### config.mk
export PLATFORM = sky130hd
export DESIGN_NAME = instruction_fetch_unit_flat
export DESIGN_NICKNAME = d
export VERILOG_FILES = /design/src/rtl/cpu_defs_pkg.sv /design/src/rtl/instruction_fetch_unit_if.sv /design/src/rtl/instruction_fetch_unit_next_pc_calc.sv /design/src/rtl/instruction_fetch_unit.sv /design/src/flat_wrapper.sv
export SDC_FILE = /design/constraint.sdc
export NUM_CORES = 1
export LEC_CHECK = 0
export CAP_MARGIN = 25
export CORE_ASPECT_RATIO = 0.75
export CORE_MARGIN = 4
export CORE_UTILIZATION = 52
export CTS_CLUSTER_DIAMETER = 40
export DETAILED_ROUTE_END_ITERATION = 10
export PLACE_DENSITY_LB_ADDON = 0.1
export SLEW_MARGIN = 20
export SYNTH_ARGS = -nofsm -noshare
export SYNTH_HDL_FRONTEND = slang
export SYNTH_SLANG_ARGS = --single-unit
### constraint.sdc
create_clock -name clk -period 5.2 [get_ports clk]
set_input_delay 0.78 -clock clk [delete_from_list [all_inputs] [get_ports clk]]
set_output_delay 0.78 -clock clk [all_outputs]
set_load 0.02 [all_outputs]
### src/rtl/cpu_defs_pkg.sv
// ---------------------------------------------------------------------------
// cpu_defs_pkg
// Shared CPU definitions used by the fetch unit and the instruction decoder.
//   - PCSRC_* : next-PC source selection driven by the decoder
//   - fetch_state_e : fetch unit FSM states
//   - WORD_BYTES : instruction word size in bytes
//   - is_word_aligned() : true when a byte address is word aligned
// ---------------------------------------------------------------------------
package cpu_defs_pkg;

    localparam int WORD_BYTES = 4;

    localparam logic [1:0] PCSRC_SEQ  = 2'd0;
    localparam logic [1:0] PCSRC_REG  = 2'd1;
    localparam logic [1:0] PCSRC_JABS = 2'd2;
    localparam logic [1:0] PCSRC_BR   = 2'd3;

    typedef enum logic [1:0] {
        FETCH = 2'd0,
        HOLD  = 2'd1,
        FAULT = 2'd2
    } fetch_state_e;

    function automatic logic is_word_aligned(input logic [31:0] addr);
        return (addr[1:0] == 2'b00);
    endfunction

endpackage

### src/rtl/instruction_fetch_unit_if.sv
// ---------------------------------------------------------------------------
// instruction_fetch_unit_if
// Bundles the instruction-memory handshake and the decoder/datapath signals
// seen by the fetch unit.
//   imemReq/imemAddr        : fetch request and byte address
//   imemAck/imemData        : memory response
//   instruction/instrValid  : held instruction for the decoder
//   pcPlus4                 : PC of held instruction + 4 (jal link)
//   advance/pcSrc/regTarget/branchTaken : execute-complete and next-PC info
//   fault                   : sticky misaligned-target fault
// Modports: master = fetch unit, slave = memory + datapath side.
// ---------------------------------------------------------------------------
interface instruction_fetch_unit_if;

    logic        imemReq;
    logic [31:0] imemAddr;
    logic        imemAck;
    logic [31:0] imemData;
    logic [31:0] instruction;
    logic        instrValid;
    logic [31:0] pcPlus4;
    logic        advance;
    logic [1:0]  pcSrc;
    logic [31:0] regTarget;
    logic        branchTaken;
    logic        fault;

    modport master (
        output imemReq, imemAddr, instruction, instrValid, pcPlus4, fault,
        input  imemAck, imemData, advance, pcSrc, regTarget, branchTaken
    );

    modport slave (
        input  imemReq, imemAddr, instruction, instrValid, pcPlus4, fault,
        output imemAck, imemData, advance, pcSrc, regTarget, branchTaken
    );

endinterface

### src/rtl/instruction_fetch_unit_next_pc_calc.sv
// ---------------------------------------------------------------------------
// next_pc_calc
// Combinational next-PC selection for the held instruction.
//   pc_i           : PC of the held instruction
//   instruction_i  : held instruction word (jump index / branch offset)
//   pc_src_i       : PCSRC_* selection
//   reg_target_i   : rs value for register-indirect jumps
//   branch_taken_i : branch outcome (only for PCSRC_BR)
//   next_pc_o      : selected next PC
//   misaligned_o   : next_pc_o is not word aligned
// ---------------------------------------------------------------------------
module next_pc_calc
    import cpu_defs_pkg::*;
(
    input  logic [31:0] pc_i,
    input  logic [31:0] instruction_i,
    input  logic [1:0]  pc_src_i,
    input  logic [31:0] reg_target_i,
    input  logic        branch_taken_i,
    output logic [31:0] next_pc_o,
    output logic        misaligned_o
);

    logic        [31:0] pc_plus4;
    logic signed [31:0] br_off;

    always_comb begin
        pc_plus4 = pc_i + 32'(WORD_BYTES);
        // Sign-extended word offset, already scaled to bytes.
        br_off   = {{14{instruction_i[15]}}, instruction_i[15:0], 2'b00};

        next_pc_o = pc_plus4;
        case (pc_src_i)
            PCSRC_SEQ:  next_pc_o = pc_plus4;
            PCSRC_REG:  next_pc_o = reg_target_i;
            PCSRC_JABS: next_pc_o = {pc_plus4[31:28], instruction_i[25:0], 2'b00};
            PCSRC_BR:   next_pc_o = branch_taken_i ? (pc_plus4 + $unsigned(br_off))
                                                   : pc_plus4;
            default:    next_pc_o = pc_plus4;
        endcase

        misaligned_o = !is_word_aligned(next_pc_o);
    end

endmodule

### src/rtl/instruction_fetch_unit.sv
// ---------------------------------------------------------------------------
// instruction_fetch_unit
// Owns the PC, fetches one instruction word over a req/ack handshake, holds
// it for the decoder until the datapath advances, then moves to the next PC.
//   clk   : system clock, all logic on posedge
//   reset : synchronous active-high reset
//   bus   : instruction_fetch_unit_if.master (memory + decoder signals)
// Parameter RESET_PC: word-aligned PC loaded on reset.
// ---------------------------------------------------------------------------
module instruction_fetch_unit
    import cpu_defs_pkg::*;
#(
    parameter logic [31:0] RESET_PC = 32'h0000_0000
) (
    input  logic                     clk,
    input  logic                     reset,
    instruction_fetch_unit_if.master bus
);

    fetch_state_e state_q, state_d;
    logic [31:0]  pc_q, pc_d;
    logic [31:0]  instr_q, instr_d;
    logic         vld_q, vld_d;
    logic         req_q, req_d;
    logic         fault_q, fault_d;

    logic [31:0]  next_pc;
    logic         next_misaligned;

    next_pc_calc u_next_pc_calc (
        .pc_i           (pc_q),
        .instruction_i  (instr_q),
        .pc_src_i       (bus.pcSrc),
        .reg_target_i   (bus.regTarget),
        .branch_taken_i (bus.branchTaken),
        .next_pc_o      (next_pc),
        .misaligned_o   (next_misaligned)
    );

    always_comb begin
        state_d = state_q;
        pc_d    = pc_q;
        instr_d = instr_q;
        vld_d   = vld_q;
        req_d   = req_q;
        fault_d = fault_q;

        case (state_q)
            FETCH: begin
                // Request is registered: it rises one cycle after entering
                // FETCH (after reset or after an advance), giving the bubble.
                if (!req_q) begin
                    req_d = 1'b1;
                end else if (bus.imemAck) begin
                    instr_d = bus.imemData;
                    vld_d   = 1'b1;
                    req_d   = 1'b0;
                    state_d = HOLD;
                end
            end
            HOLD: begin
                if (bus.advance) begin
                    vld_d = 1'b0;
                    if (next_misaligned) begin
                        fault_d = 1'b1;
                        state_d = FAULT;
                    end else begin
                        pc_d    = next_pc;
                        state_d = FETCH;
                    end
                end
            end
            FAULT: begin
                vld_d   = 1'b0;
                req_d   = 1'b0;
                fault_d = 1'b1;
            end
            default: begin
                req_d   = 1'b0;
                vld_d   = 1'b0;
                state_d = FETCH;
            end
        endcase
    end

    always_ff @(posedge clk) begin
        if (reset) begin
            state_q <= FETCH;
            pc_q    <= RESET_PC;
            instr_q <= '0;
            vld_q   <= 1'b0;
            req_q   <= 1'b0;
            fault_q <= 1'b0;
        end else begin
            state_q <= state_d;
            pc_q    <= pc_d;
            instr_q <= instr_d;
            vld_q   <= vld_d;
            req_q   <= req_d;
            fault_q <= fault_d;
        end
    end

    assign bus.imemReq     = req_q;
    assign bus.imemAddr    = pc_q;
    assign bus.instruction = instr_q;
    assign bus.instrValid  = vld_q;
    assign bus.pcPlus4     = pc_q + 32'(WORD_BYTES);
    assign bus.fault       = fault_q;

endmodule

### src/flat_wrapper.sv
// flat-port wrapper written by rule: the top's interface ports become plain ports
module instruction_fetch_unit_flat import cpu_defs_pkg::*;
#(
    parameter logic [31:0] RESET_PC = 32'h0000_0000
)
  (clk, reset, bus_imemReq, bus_imemAddr, bus_instruction, bus_instrValid, bus_pcPlus4, bus_fault, bus_imemAck, bus_imemData, bus_advance, bus_pcSrc, bus_regTarget, bus_branchTaken);
  instruction_fetch_unit_if bus_i ();
  input  logic clk;
  input  logic reset;
  output wire logic [$bits(bus_i.imemReq)-1:0] bus_imemReq;
  output wire logic [$bits(bus_i.imemAddr)-1:0] bus_imemAddr;
  output wire logic [$bits(bus_i.instruction)-1:0] bus_instruction;
  output wire logic [$bits(bus_i.instrValid)-1:0] bus_instrValid;
  output wire logic [$bits(bus_i.pcPlus4)-1:0] bus_pcPlus4;
  output wire logic [$bits(bus_i.fault)-1:0] bus_fault;
  input wire logic [$bits(bus_i.imemAck)-1:0] bus_imemAck;
  input wire logic [$bits(bus_i.imemData)-1:0] bus_imemData;
  input wire logic [$bits(bus_i.advance)-1:0] bus_advance;
  input wire logic [$bits(bus_i.pcSrc)-1:0] bus_pcSrc;
  input wire logic [$bits(bus_i.regTarget)-1:0] bus_regTarget;
  input wire logic [$bits(bus_i.branchTaken)-1:0] bus_branchTaken;
  assign bus_imemReq = bus_i.imemReq;
  assign bus_imemAddr = bus_i.imemAddr;
  assign bus_instruction = bus_i.instruction;
  assign bus_instrValid = bus_i.instrValid;
  assign bus_pcPlus4 = bus_i.pcPlus4;
  assign bus_fault = bus_i.fault;
  assign bus_i.imemAck = bus_imemAck;
  assign bus_i.imemData = bus_imemData;
  assign bus_i.advance = bus_advance;
  assign bus_i.pcSrc = bus_pcSrc;
  assign bus_i.regTarget = bus_regTarget;
  assign bus_i.branchTaken = bus_branchTaken;
  instruction_fetch_unit #(.RESET_PC(RESET_PC)) u_core (.clk(clk), .reset(reset), .bus(bus_i));
endmodule
# ---- After elaboration in Yosys (flattened, before gate mapping)
# Cells that the tools add are included.
dict set report totals {
  regBits 69
  latchBits 0
  ramBits 0
  romBits 0
  out_inout_bits 99
  memories 0
}
dict set report op_classes {
  add_sub_neg 2
  multipliers 0
  div_mod_pow 0
  magnitude_cmp 0
  n_eq_ne 9
  shift 0
  n_mux 17
  bitwise_logic 1
  n_reduce_logical 9
}
# cell n
set op_table {}
lappend op_table {{$pmux W32 S4} 1}
lappend op_table {{$add A32 B3 Y32 const B} 1}
lappend op_table {{$add A32 B32 Y32} 1}
lappend op_table {{$mux W32} 1}
lappend op_table {{$reduce_and A3 Y1} 4}
lappend op_table {{$mux W2} 4}
lappend op_table {{$mux W1} 7}
lappend op_table {{$eq A2 B2 Y1 const B} 3}
lappend op_table {{$logic_not A2 Y1} 3}
lappend op_table {{$ne A2 B2 Y1 const B} 3}
lappend op_table {{$pmux W1 S2} 3}
lappend op_table {{$pmux W2 S3} 1}
lappend op_table {{$eq A2 B1 Y1 const B} 2}
lappend op_table {{$reduce_and A4 Y1} 1}
lappend op_table {{$ne A2 B1 Y1 const B} 1}
lappend op_table {{$reduce_bool A2 Y1} 1}
lappend op_table {{$not A1 Y1} 1}

# ---- Longest topological paths before layout
# Gate-level depths: netlist of run 1.
dict set report depth {
  word_depth 8
  mapped_depth 16
  depth_no_buf 15
}

# ---- Modules after synthesis
# From an unflattened synthesis of run 1, not the netlist that was laid out.
dict set report hier_totals {
  hier_cells 812
  hier_area_um2 6012.0
}
# module instances cells_each area_per_inst_um2 seq_area_each_um2
set by_module_without_submodules {}
lappend by_module_without_submodules {next_pc_calc 1 429 3054.2 0.0}
lappend by_module_without_submodules {instruction_fetch_unit 1 383 2957.8 1381.3}

# ---- Worst setup path before layout of run 1
# OpenSTA, ideal clock, no wires.
dict set report synth_timing {
  path_kind {reg2reg}
  from {reg u_core.pc_q[7] (netlist: u_core.bus.imemAddr[7])}
  to {reg u_core.pc_q[30] (netlist: u_core.bus.imemAddr[30])}
  setup_ns 0.062
  arrival_time_ns 4.020
  required_ns 5.138
  path_slack_ns 1.118
  stages_incl_launch_ff 15
  n_path_buf 0
  period_less_slack_ns 4.082
  cell_sequence {dfxtp_1 -> and4_1 -> nand4_2 -> nor3_2 -> and4_1 -> and3_1 -> xor2_1 -> ha_1 -> a21o_1 -> a21o_1 -> a221o_1 -> a31o_2 -> a2111o_1 -> a21o_1 -> nand3_1}
}
dict set report synth_via {
  elab_chain_cells 4
}
# element line_no
set synth_lines {}
lappend synth_lines {{start, declared} instruction_fetch_unit.sv:21} ;# logic [31:0] pc_q, pc_d;
lappend synth_lines {{start signal, assigned} instruction_fetch_unit.sv:96} ;# pc_q <= pc_d;
lappend synth_lines {{$add A32 B3 Y32} -}
lappend synth_lines {{via bus_pcPlus4[23]} flat_wrapper.sv:14} ;# output wire logic [$bits(bus_i.pcPlus4)-1:0] bus_pcPlus4;
lappend synth_lines {{$add A32 B32 Y32} instruction_fetch_unit_next_pc_calc.sv:37} ;# PCSRC_BR: next_pc_o = branch_taken_i ? (pc_plus4 + $unsigned(br_off))
lappend synth_lines {{$mux W32} instruction_fetch_unit_next_pc_calc.sv:37}
lappend synth_lines {{$pmux W32 S4} instruction_fetch_unit_next_pc_calc.sv:33} ;# case (pc_src_i)
# The timed path passes the listed nets, and every way through them passes these cells.
# A chain may end at the register's enable or synchronous reset.

# ---- Worst setup path in the final report of run 1
dict set report layout_timing {
  from {reg u_core.pc_q[4] (netlist: u_core.bus.imemAddr[4])}
  to {reg u_core.pc_q[31] (netlist: u_core.bus.imemAddr[31])}
}
dict set report layout_via {
  elab_chain_cells 4
}
# element line_no
set layout_lines {}
lappend layout_lines {{$add A32 B3 Y32 (*)} instruction_fetch_unit_next_pc_calc.sv:28} ;# pc_plus4 = pc_i + 32'(WORD_BYTES);
lappend layout_lines {{$add A32 B32 Y32} instruction_fetch_unit_next_pc_calc.sv:37}
lappend layout_lines {{$mux W32} instruction_fetch_unit_next_pc_calc.sv:37}
lappend layout_lines {{$pmux W32 S4 (*)} instruction_fetch_unit_next_pc_calc.sv:33}
# Mark *: on every way between the ends. The rest lies on a longest branch, timed or not.

==> impl_metrics.env, run 1 <==
export IMPL_status="complete, no violations"
export IMPL_rrSetupSlack_ns=0.97
export IMPL_start_kind="flop"
export IMPL_clkTransAtPathRegs_ns=0.07
export IMPL_dp_hpwl_um=16100
export IMPL_avgViaCountPerCell=6.33
export IMPL_fin_nets=988
export IMPL_synth_seq_cells=69
export IMPL_r2r_end="u_core.bus.imemAddr[31]"
export IMPL_synth_distinct_cells=73
export IMPL_clock_root_buffer="clkbuf_16"
export IMPL_ys_flop_type="dfxtp_1"
export IMPL_antennaDiodeCount=0
export IMPL_die_area_mm2=0.0123
export IMPL_synth_area_leaders="dfxtp_1 25%, nand2_1 7.8%, ha_1 7.8%"
export IMPL_rsz0062_at_grt="false"
export IMPL_vdd_ir_drop_max_v=0.000170
export IMPL_cpMaxStageDelayCell="xnor2_1"
export IMPL_arrival_ns=4.51
export IMPL_yosysSeqAreaShare_pct=25.2
export IMPL_max_stage_delay_ns=0.55
export IMPL_hold_depth=2
export IMPL_initial_core_util_pct=53.3
export IMPL_fin_cells=1023
export IMPL_layout_commonest_cell="clkdlybuf4s50_1"
export IMPL_die_h_um=96.9
export IMPL_ys_warn_count=0
export IMPL_post_route_drc_count=0
export IMPL_htreeDepth=3
export IMPL_syn_nets=839
export IMPL_whs_ns=0.456
export IMPL_nFillCells=799
export IMPL_worst_pin_slew_ns=0.943
export IMPL_r2r_cells=14
export IMPL_final_cell_mix="168 x clkdlybuf4s50_1, 114 x nand2_1, 80 x a21oi_1"
export IMPL_max_freq_ghz=0.236
export IMPL_core_mm2=0.0103
export IMPL_cts_setup_buffers=0
export IMPL_grt_pass1_vias=6173
export IMPL_port_buffers=169
export IMPL_grt_first_pass_wirelength_um=33400
export IMPL_cts_resized=0
export IMPL_setup_viol=0
export IMPL_drt_pass1_iterations=6
export IMPL_clock_sink_count=69
export IMPL_gp_congestion=0.953
export IMPL_multi_input_area_mm2=0.00386
export IMPL_place_inst=1007
export IMPL_finalCritPeriodShare_pct=81.4
export IMPL_cts_made_buffers=9
export IMPL_seqCellArea_mm2=0.00138
export IMPL_wire_per_inst_um=20.7
export IMPL_p_leak_nw=2.96
export IMPL_ant_nets=0
export IMPL_antenna_found_initial=0
export IMPL_die_x_um=127
export IMPL_hold_viol=0
export IMPL_cp_data_required_time_ns=5.47
export IMPL_synth_largest_area_cell="dfxtp_1"
export IMPL_worstHoldEndpoint="u_core.bus.instruction[31]"
export IMPL_cts_hold_buf=0
export IMPL_grt_use_total_pct=33.5
export IMPL_endpoint_kind="flop"
export IMPL_setup_tns_final_ns=0
export IMPL_vias=6471
export IMPL_grt_overflow=0
export IMPL_max_slew_margin_rel_pct=37.0
export IMPL_holdCritStartpoint="u_core.bus.instruction[31]"
export IMPL_critPathMaxFanout=7
export IMPL_rows=32
export IMPL_syn_to_final_growth_pct=37.8
export IMPL_synth_top_area_share_pct=25.2
export IMPL_netlist_area_mm2=0.00549
export IMPL_powerDensity_mw_per_mm2=210
export IMPL_timing_rr_start="u_core.bus.imemAddr[4]"
export IMPL_drtIter0Drc=910
export IMPL_fin_crit_ns=4.23
export IMPL_finalClockSkew_ns=0.00998
export IMPL_crit_type="reg -> reg"
export IMPL_async_flop_share_pct=0
export IMPL_syn_inst=733
export IMPL_routed_wirelength_um=21200
export IMPL_drive_gt1_share_pct=5.98
export IMPL_post_route_util_pct=73.5
export IMPL_hold_class="reg -> reg"
export IMPL_crit_chain="and3_1 -> nand3_1 -> nor3_2 -> nand3_1 -> xnor2_1 -> ha_1 -> nand4_1 -> or4_1 -> o22ai_2 -> o211ai_2 -> o211ai_2 -> xnor2_1 -> or3b_1 -> o21ai_0"
export IMPL_synth_edf_count=0
export IMPL_grt_max_degree=46
export IMPL_clkLatencyLatePin_ns=0.35
export IMPL_drv_cap=0
export IMPL_drv_slew=0
export IMPL_clockBufferDepth=2
export IMPL_ioPinCount=170
export IMPL_cts_tree="done"
export IMPL_power_total_w=0.00158
export IMPL_synth_area_per_cell_um2=7.48
==> metrics by stage <==
step / worst slack [ns] / cell area (µm²)
6_report: 0.966 / 7560
5_1_grt: 0.762 / 7560
3_5_place_dp: 1.09 / 7260
3_3_place_gp: 1.25 / 7260
4_1_cts: 1.08 / 7560
2_1_floorplan: 1.12 / 5490
==> synthesized netlist by cell type (all sizes together) (4+ instances only) <==
cell	n
nand4	15
and3	12
nand2b	8
a21oi	81
nand3	19
xor2	17
mux4	6
xnor2	32
clkbuf	31
o21ai	37
o31ai	4
a221o	7
buf	10
a221oi	11
o21bai	5
nor2	69
a31oi	8
dfxtp	69
ha	34
o211ai	4
and2	6
a211oi	13
nand2	115
and4	4
inv	22
nor3	25
a2111oi	5
o22ai	4
a21o	12
nor2b	4
==> state kept, by name (all words and copies together), names as in the netlist <==
signal	flops
u_core.bus.instruction	32
u_core.bus.imemReq	1
u_core.bus.imemAddr	32
u_core.bus.fault	1
u_core.bus.instrValid	1
u_core.state_q	2
==> final cells by class <==
class,count,share of cell area (%)
clock buffer,9,2.98
clock inverter,7,1.01
inverter,22,1.09
multi-input combinational,601,51.1
sequential,69,18.3
tap,136,2.25
timing repair buffer,179,23.3
==> where the power goes <==
group	leakage, nW	internal (W)	switching [W]
sequential	0.560	0.000551	0.0000308
clock	0.147	0.000340	0.000293
combinational	2.25	0.000167	0.000203
==> worst max-delay path by stage <==
| stage | startpoint | end | slack (ns) | depth (start not counted) |
|---|---|---|---|---|
| 2_1_floorplan | u_core.bus.imemAddr[7] | u_core.bus.imemAddr[30] | 1.12 | 14 |
| 3_3_place_gp | u_core.bus.imemAddr[7] | u_core.bus.imemAddr[31] | 1.25 | 14 |
| 3_5_place_dp | u_core.bus.imemAddr[7] | u_core.bus.imemAddr[31] | 1.09 | 14 |
| 4_1_cts | u_core.bus.imemAddr[4] | u_core.bus.imemAddr[31] | 1.08 | 14 |
| 5_1_grt | u_core.bus.imemAddr[4] | u_core.bus.imemAddr[31] | 0.76 | 14 |
| 6_report | u_core.bus.imemAddr[4] | u_core.bus.imemAddr[31] | 0.97 | 14 |
==> cell families after synthesis <==
family	synth area share [%]
XOR/XNOR	7.82
adder cells (fa/ha/maj)	8.12
multiplexers	3.03
buffers and inverters	4.56
AO/OA/AOI/OAI	26.8
AND/OR/NAND/NOR	24.5
flip-flops	25.2
==> routing by layer <==
layer	track usage, %	part of all wire [%]	up-vias
li1	-	-	2965
met1	46.7	43	3044
met2	50.6	43	408
met3	10.4	12	54
met4	7.50	1.8	0
met5	0	0	-
==> worst max-delay path, delay by kind of cell, from the launching register on <==
kind	cells	cell delay [ns]
adder cells (fa/ha/maj)	1	0.35
flip-flops	1	0.47
AO/OA/AOI/OAI	4	0.61
XOR/XNOR	2	0.66
AND/OR/NAND/NOR	7	2.08
No activity file was read; power rests on OpenSTA's default activity.
==> run 2: changes to the inputs <==
--- a/config.mk
+++ b/config.mk
@@ -8,7 +8,7 @@
 export CAP_MARGIN = 25
 export CORE_ASPECT_RATIO = 0.75
 export CORE_MARGIN = 4
-export CORE_UTILIZATION = 52
+export CORE_UTILIZATION = 43
 export CTS_CLUSTER_DIAMETER = 40
 export DETAILED_ROUTE_END_ITERATION = 10
 export PLACE_DENSITY_LB_ADDON = 0.1
==> constraint.sdc (replaced) <==
create_clock -name clk -period 3.83 [get_ports clk]
set_input_delay 0.5745 -clock clk [delete_from_list [all_inputs] [get_ports clk]]
set_output_delay 0.5745 -clock clk [all_outputs]
set_load 0.02 [all_outputs]
==> run 2 against run 1 <==
Against the previous run:
- die area up 19%
- cell count up 7.4%
- flip-flop and latch count unchanged
- worst setup slack worse by 0.81 ns
- largest power group unchanged
==> impl_metrics.env, run 2 (synthesis gave the netlist of run 1 again) <==
export IMPL_hold_class="reg -> reg"
export IMPL_drive_gt1_share_pct=13.6
export IMPL_crit_path_end="u_core.bus.imemAddr[19]"
export IMPL_wire_per_inst_um=20.4
export IMPL_rsz0062_at_grt="true"
export IMPL_post_place_ws_ns=-0.0356
export IMPL_finalClockSkew_ns=0.00769
export IMPL_cpMaxStageDelayCell="dfxtp_2"
export IMPL_finalCritPeriodShare_pct=95.8
export IMPL_dp_hpwl_um=17300
export IMPL_critical_path_top_delay_family="compound AO/OA/AOI/OAI gates"
export IMPL_htreeDepth=3
export IMPL_arrival_ns=3.91
export IMPL_r2r_cells=14
export IMPL_vias=6542
export IMPL_post_route_drc_count=0
export IMPL_drtIter0Drc=584
export IMPL_drt_pass1_iterations=5
export IMPL_r2r_end="u_core.bus.imemAddr[19]"
export IMPL_powerDensity_mw_per_mm2=273
export IMPL_die_h_um=106
export IMPL_max_freq_ghz=0.272
export IMPL_multi_input_area_mm2=0.00402
export IMPL_initial_core_util_pct=44.3
export IMPL_layout_commonest_cell="clkdlybuf4s50_1"
export IMPL_gp_congestion=0.945
export IMPL_fin_nets=1034
export IMPL_ant_nets=0
export IMPL_place_inst=1076
export IMPL_avgViaCountPerCell=5.95
export IMPL_drv_cap=0
export IMPL_final_cell_mix="168 x clkdlybuf4s50_1, 113 x nand2_1, 80 x a21oi_1"
export IMPL_start_kind="flop"
export IMPL_critPathMaxFanout=7
export IMPL_setup_tns_final_ns=0
export IMPL_cts_hold_buf=0
export IMPL_max_slew_margin_rel_pct=50.0
export IMPL_cts_tree="done"
export IMPL_crit_chain="ha_1 -> buf_4 -> xor2_1 -> ha_1 -> o21ai_0 -> nor2_1 -> a2111oi_4 -> buf_4 -> nor4_2 -> a2111oi_4 -> o21ai_1 -> xor2_1 -> a221oi_1 -> nor2_1"
export IMPL_syn_to_final_growth_pct=47.9
export IMPL_crit_type="reg -> reg"
export IMPL_clock_sink_count=69
export IMPL_vdd_ir_drop_max_v=0.000209
export IMPL_seqCellArea_mm2=0.00139
export IMPL_crit_buf_inv=2
export IMPL_drv_slew=0
export IMPL_max_stage_delay_ns=0.42
export IMPL_startpoint="u_core.bus.imemAddr[2]"
export IMPL_cts_made_buffers=9
export IMPL_timing_rr_start="u_core.bus.imemAddr[2]"
export IMPL_clkLatencyLatePin_ns=0.35
export IMPL_post_route_util_pct=65.5
export IMPL_antennaDiodeCount=0
export IMPL_clockBufferDepth=2
export IMPL_p_leak_nw=3.27
export IMPL_grt_max_degree=40
export IMPL_setup_viol=0
export IMPL_fin_cells=1099
export IMPL_grt_overflow=0
export IMPL_core_mm2=0.0124
export IMPL_port_buffers=169
export IMPL_die_x_um=138
export IMPL_antenna_found_initial=0
export IMPL_hold_viol=0
export IMPL_rrSetupSlack_ns=0.16
export IMPL_rows=35
export IMPL_grt_use_total_pct=29.5
export IMPL_clock_root_buffer="clkbuf_16"
export IMPL_whs_ns=0.451
export IMPL_ioPinCount=170
export IMPL_status="complete, no violations"
export IMPL_cp_data_required_time_ns=4.07
export IMPL_path_depth=14
export IMPL_grt_pass1_vias=6155
export IMPL_endpoint_kind="flop"
export IMPL_routed_wirelength_um=22500
export IMPL_fin_ws_ns=0.160
export IMPL_grt_first_pass_wirelength_um=34300
export IMPL_clkTransAtPathRegs_ns=0.07
export IMPL_fin_crit_ns=3.67
export IMPL_worst_pin_slew_ns=0.750
export IMPL_die_area_mm2=0.0146
export IMPL_nFillCells=1033
## run 2: power by group
part | internal (W) | switching, W | leakage [nW] | total [W]
Sequential | 0.000748 | 0.0000383 | 0.564 | 0.000787
Clock | 0.000513 | 0.000377 | 0.143 | 0.000890
Combinational | 0.000247 | 0.000287 | 2.56 | 0.000534
Total | 0.00151 | 0.000703 | 3.27 | 0.00221
## run 2: per-layer routing
metal	share of wire, %	vias up	global-route usage [%]
met4	1.2	0	7.33
li1	-	3063	-
met2	41	388	42.8
met3	12	24	9.93
met1	46	3067	41.8
met5	0	-	0
## run 2: worst min path at each step
| stage | startpoint | end | slack (ns) | depth (start not counted) |
|---|---|---|---|---|
| finish | u_core.bus.fault | u_core.bus.fault | 0.45 | 2 |
| floorplan | u_core.state_q[0] | u_core.state_q[0] | 0.48 | 2 |
| global route | u_core.bus.instruction[31] | u_core.bus.instruction[31] | 0.48 | 2 |
| CTS | u_core.bus.fault | u_core.bus.fault | 0.46 | 2 |
| detailed placement | u_core.bus.fault | u_core.bus.fault | 0.44 | 2 |
| global placement | u_core.bus.fault | u_core.bus.fault | 0.43 | 2 |
## run 2: what timing repair did
action | in CTS | in global routing
pin swaps | 1 | 8
setup endpoints to repair | 3 | 15
setup buffers | 0 | 7
gates resized for setup | 2 | 23
## run 2: layout make-up
| cell class | count | area share [%] |
|---|---|---|
| multi-input combinational | 601 | 49.6 |
| timing repair buffer | 225 | 26.0 |
| sequential | 69 | 17.1 |
| clock buffer | 9 | 2.78 |
| tap | 166 | 2.56 |
| inverter | 22 | 1.02 |
| clock inverter | 7 | 0.987 |
## run 2: stage by stage
stage	area [µm²]	power, W
6_report	8110	0.00221
4_1_cts	7960	0.00220
3_5_place_dp	7640	0.00132
5_1_grt	8110	0.00228
3_3_place_gp	7640	0.00132
2_1_floorplan	5540	0.00106
## run 2: worst register-to-register path: stages (launching register included)
cell and delay (ns):
dfxtp_2 0.42, ha_1 0.22, buf_4 0.15, xor2_1 0.30
ha_1 0.33, o21ai_0 0.27, nor2_1 0.15, a2111oi_4 0.36
buf_4 0.20, nor4_2 0.07, a2111oi_4 0.39, o21ai_1 0.17
xor2_1 0.18, a221oi_1 0.27, nor2_1 0.08
==> run 3: changes to the inputs <==
--- a/config.mk
+++ b/config.mk
@@ -8,10 +8,12 @@
 export CAP_MARGIN = 25
 export CORE_ASPECT_RATIO = 0.75
 export CORE_MARGIN = 4
-export CORE_UTILIZATION = 43
+export CORE_UTILIZATION = 35
 export CTS_CLUSTER_DIAMETER = 40
 export DETAILED_ROUTE_END_ITERATION = 10
+export GPL_TIMING_DRIVEN = 0
 export PLACE_DENSITY_LB_ADDON = 0.1
+export RECOVER_POWER = 25
 export SLEW_MARGIN = 20
 export SYNTH_ARGS = -nofsm -noshare
 export SYNTH_HDL_FRONTEND = slang
==> run 3 against run 2 <==
Against the previous run:
- worst setup slack worse by 0.13 ns
- highest routed layer unchanged
- clock power up 3.1%
- register-to-register slack got worse by 0.13 ns
- flip-flop and latch count is the same
- sequential power about the same
- global-route usage shrank 3.2 points
- largest cell class unchanged
==> impl_metrics.env, run 3 (synthesis gave the netlist of run 1 again) <==
export IMPL_status="complete, no violations"
export IMPL_holdCritStartpoint="u_core.bus.instruction[28]"
export IMPL_grt_max_degree=21
export IMPL_vdd_ir_drop_max_v=0.000222
export IMPL_setup_viol=0
export IMPL_cpMaxStageDelayCell="or4_4"
export IMPL_clkTransAtPathRegs_ns=0.07
export IMPL_grt_use_total_pct=26.3
export IMPL_arrival_ns=4.09
export IMPL_finalClockSkew_ns=0.0120
export IMPL_post_route_drc_count=0
export IMPL_drv_slew=0
export IMPL_worstHoldEndpoint="u_core.bus.instruction[28]"
export IMPL_port_buffers=169
export IMPL_drv_cap=0
export IMPL_die_area_mm2=0.0178
export IMPL_clock_root_buffer="clkbuf_16"
export IMPL_rsz0062_at_grt="true"
export IMPL_fin_cells=1153
export IMPL_cts_made_buffers=9
export IMPL_routed_wirelength_um=24500
export IMPL_wire_per_inst_um=21.3
export IMPL_rrSetupSlack_ns=0.03
export IMPL_cts_tree="done"
export IMPL_rows=39
export IMPL_clkLatencyLatePin_ns=0.36
export IMPL_htreeDepth=3
export IMPL_drt_pass1_iterations=6
export IMPL_powerDensity_mw_per_mm2=269
export IMPL_antenna_found_initial=0
export IMPL_start_kind="flop"
export IMPL_timing_rr_start="u_core.bus.imemAddr[7]"
export IMPL_crit_path_frequent_cell="xnor2_2"
export IMPL_clockBufferDepth=2
export IMPL_die_x_um=153
export IMPL_finalCritPeriodShare_pct=99.3
export IMPL_core_mm2=0.0153
export IMPL_max_freq_ghz=0.263
export IMPL_endpoint_kind="flop"
export IMPL_place_inst=1107
export IMPL_crit_buf_inv=1
export IMPL_hold_depth=2
export IMPL_drtIter0Drc=702
export IMPL_whs_ns=0.458
export IMPL_ioPinCount=170
export IMPL_cts_hold_buf=0
export IMPL_grt_pass1_vias=6266
export IMPL_hold_viol=0
export IMPL_gp_congestion=0.938
export IMPL_avgViaCountPerCell=5.78
export IMPL_vias=6662
export IMPL_fin_crit_ns=3.80
export IMPL_ant_nets=0
export IMPL_max_slew_margin_rel_pct=48.1
export IMPL_dpl_instance_area_mm2=0.00749
export IMPL_r2r_cells=15
export IMPL_hold_class="reg -> reg"
export IMPL_final_cell_mix="128 x clkdlybuf4s50_1, 112 x nand2_1, 76 x a21oi_1"
export IMPL_power_total_w=0.00224
export IMPL_dp_hpwl_um=18500
export IMPL_crit_chain="and4_4 -> nand4_4 -> nor3_4 -> buf_4 -> nand2_1 -> xnor2_2 -> ha_1 -> nand2_2 -> or4_4 -> o22ai_4 -> o211ai_4 -> o211ai_2 -> xnor2_2 -> or3b_1 -> o21ai_2"
export IMPL_r2r_end="u_core.bus.imemAddr[31]"
export IMPL_clock_sink_count=69
export IMPL_cp_data_required_time_ns=4.12
export IMPL_fin_area_mm2=0.00833
export IMPL_grt_first_pass_wirelength_um=36300
export IMPL_syn_to_final_growth_pct=51.8
export IMPL_critical_path_top_delay_family="simple AND/OR/NAND/NOR gates"
export IMPL_max_stage_delay_ns=0.54
export IMPL_crit_type="reg -> reg"
export IMPL_fin_nets=1049
export IMPL_worst_pin_slew_ns=0.779
export IMPL_path_depth=15
export IMPL_antennaDiodeCount=0
export IMPL_drive_gt1_share_pct=13.5
export IMPL_post_route_util_pct=54.5
export IMPL_critPathMaxFanout=4
export IMPL_grt_overflow=0
export IMPL_p_leak_nw=3.35
export IMPL_initial_core_util_pct=35.9
export IMPL_die_h_um=116
export IMPL_layout_commonest_cell="clkdlybuf4s50_1"
## run 3: cell count changes in the layout (fill, tap and decap cells not counted), moves of 4 or more
cell,before,now
dlygate4sd3_1,0,41
clkdlybuf4s50_1,168,128
clkbuf_1,0,28
buf_4,56,34
dfxtp_4,0,8
ha_1,33,27
ha_4,0,5
a21oi_1,80,76
a21oi_2,1,5
buf_1,0,4
dfxtp_1,62,58
dfxtp_2,7,3
## run 3: tightest hold or removal path, cell delays in order, from the launching register on
cell and delay, ns:
dfxtp_1 0.31, nand2_1 0.05, a21oi_1 0.05
## run 3: worst max-delay path by stage
stage	from	to	slack (ns)
final	u_core.bus.imemAddr[7]	u_core.bus.imemAddr[31]	0.03
after global placement	u_core.bus.imemAddr[2]	u_core.bus.imemAddr[25]	-0.65
after floorplan	u_core.bus.imemAddr[5]	u_core.bus.imemAddr[30]	0.01
after CTS	u_core.bus.imemAddr[7]	u_core.bus.imemAddr[25]	-0.0009
after global routing	u_core.bus.imemAddr[7]	u_core.bus.imemAddr[31]	-0.09
after detailed placement	u_core.bus.imemAddr[2]	u_core.bus.imemAddr[25]	-0.73
## run 3: through the flow
stage	setup slack, ns	TNS, ns
floorplan	0.0148	0
global placement	-0.651	-3.18
detailed placement	-0.727	-3.79
CTS	-0.000923	-0.000923
global route	-0.0868	-0.145
finish	0.0276	0
## run 3: per-layer routing
layer | track usage [%] | part of all wire (%) | wire length [µm] | vias up
met5 | 0 | 0 | 0 | -
met2 | 40.2 | 42 | 10400 | 370
met3 | 9.67 | 11 | 2800 | 32
met4 | 4.69 | 1.2 | 290 | 0
li1 | - | - | - | 3099
met1 | 36.3 | 45 | 11100 | 3161
## run 3: timing repair
item,in CTS,in global routing
setup buffers,18,15
gates resized for setup,37,25
pin swaps,20,14
setup endpoints to repair,14,10
## run 3: where the power goes
part / leakage, nW / switching, W / internal [W]
clock network: 0.148 / 0.000397 / 0.000521
registers: 0.568 / 0.0000459 / 0.000744
logic: 2.63 / 0.000297 / 0.000238
## run 3: area by class of cell
cell class	count	area, µm²
buffer	38	161
clock buffer	9	225
fill	1453	6950
tap	205	256
clock inverter	7	87.6
sequential	69	1420
multi-input combinational	601	4160
timing repair buffer	202	1940
inverter	22	82.6
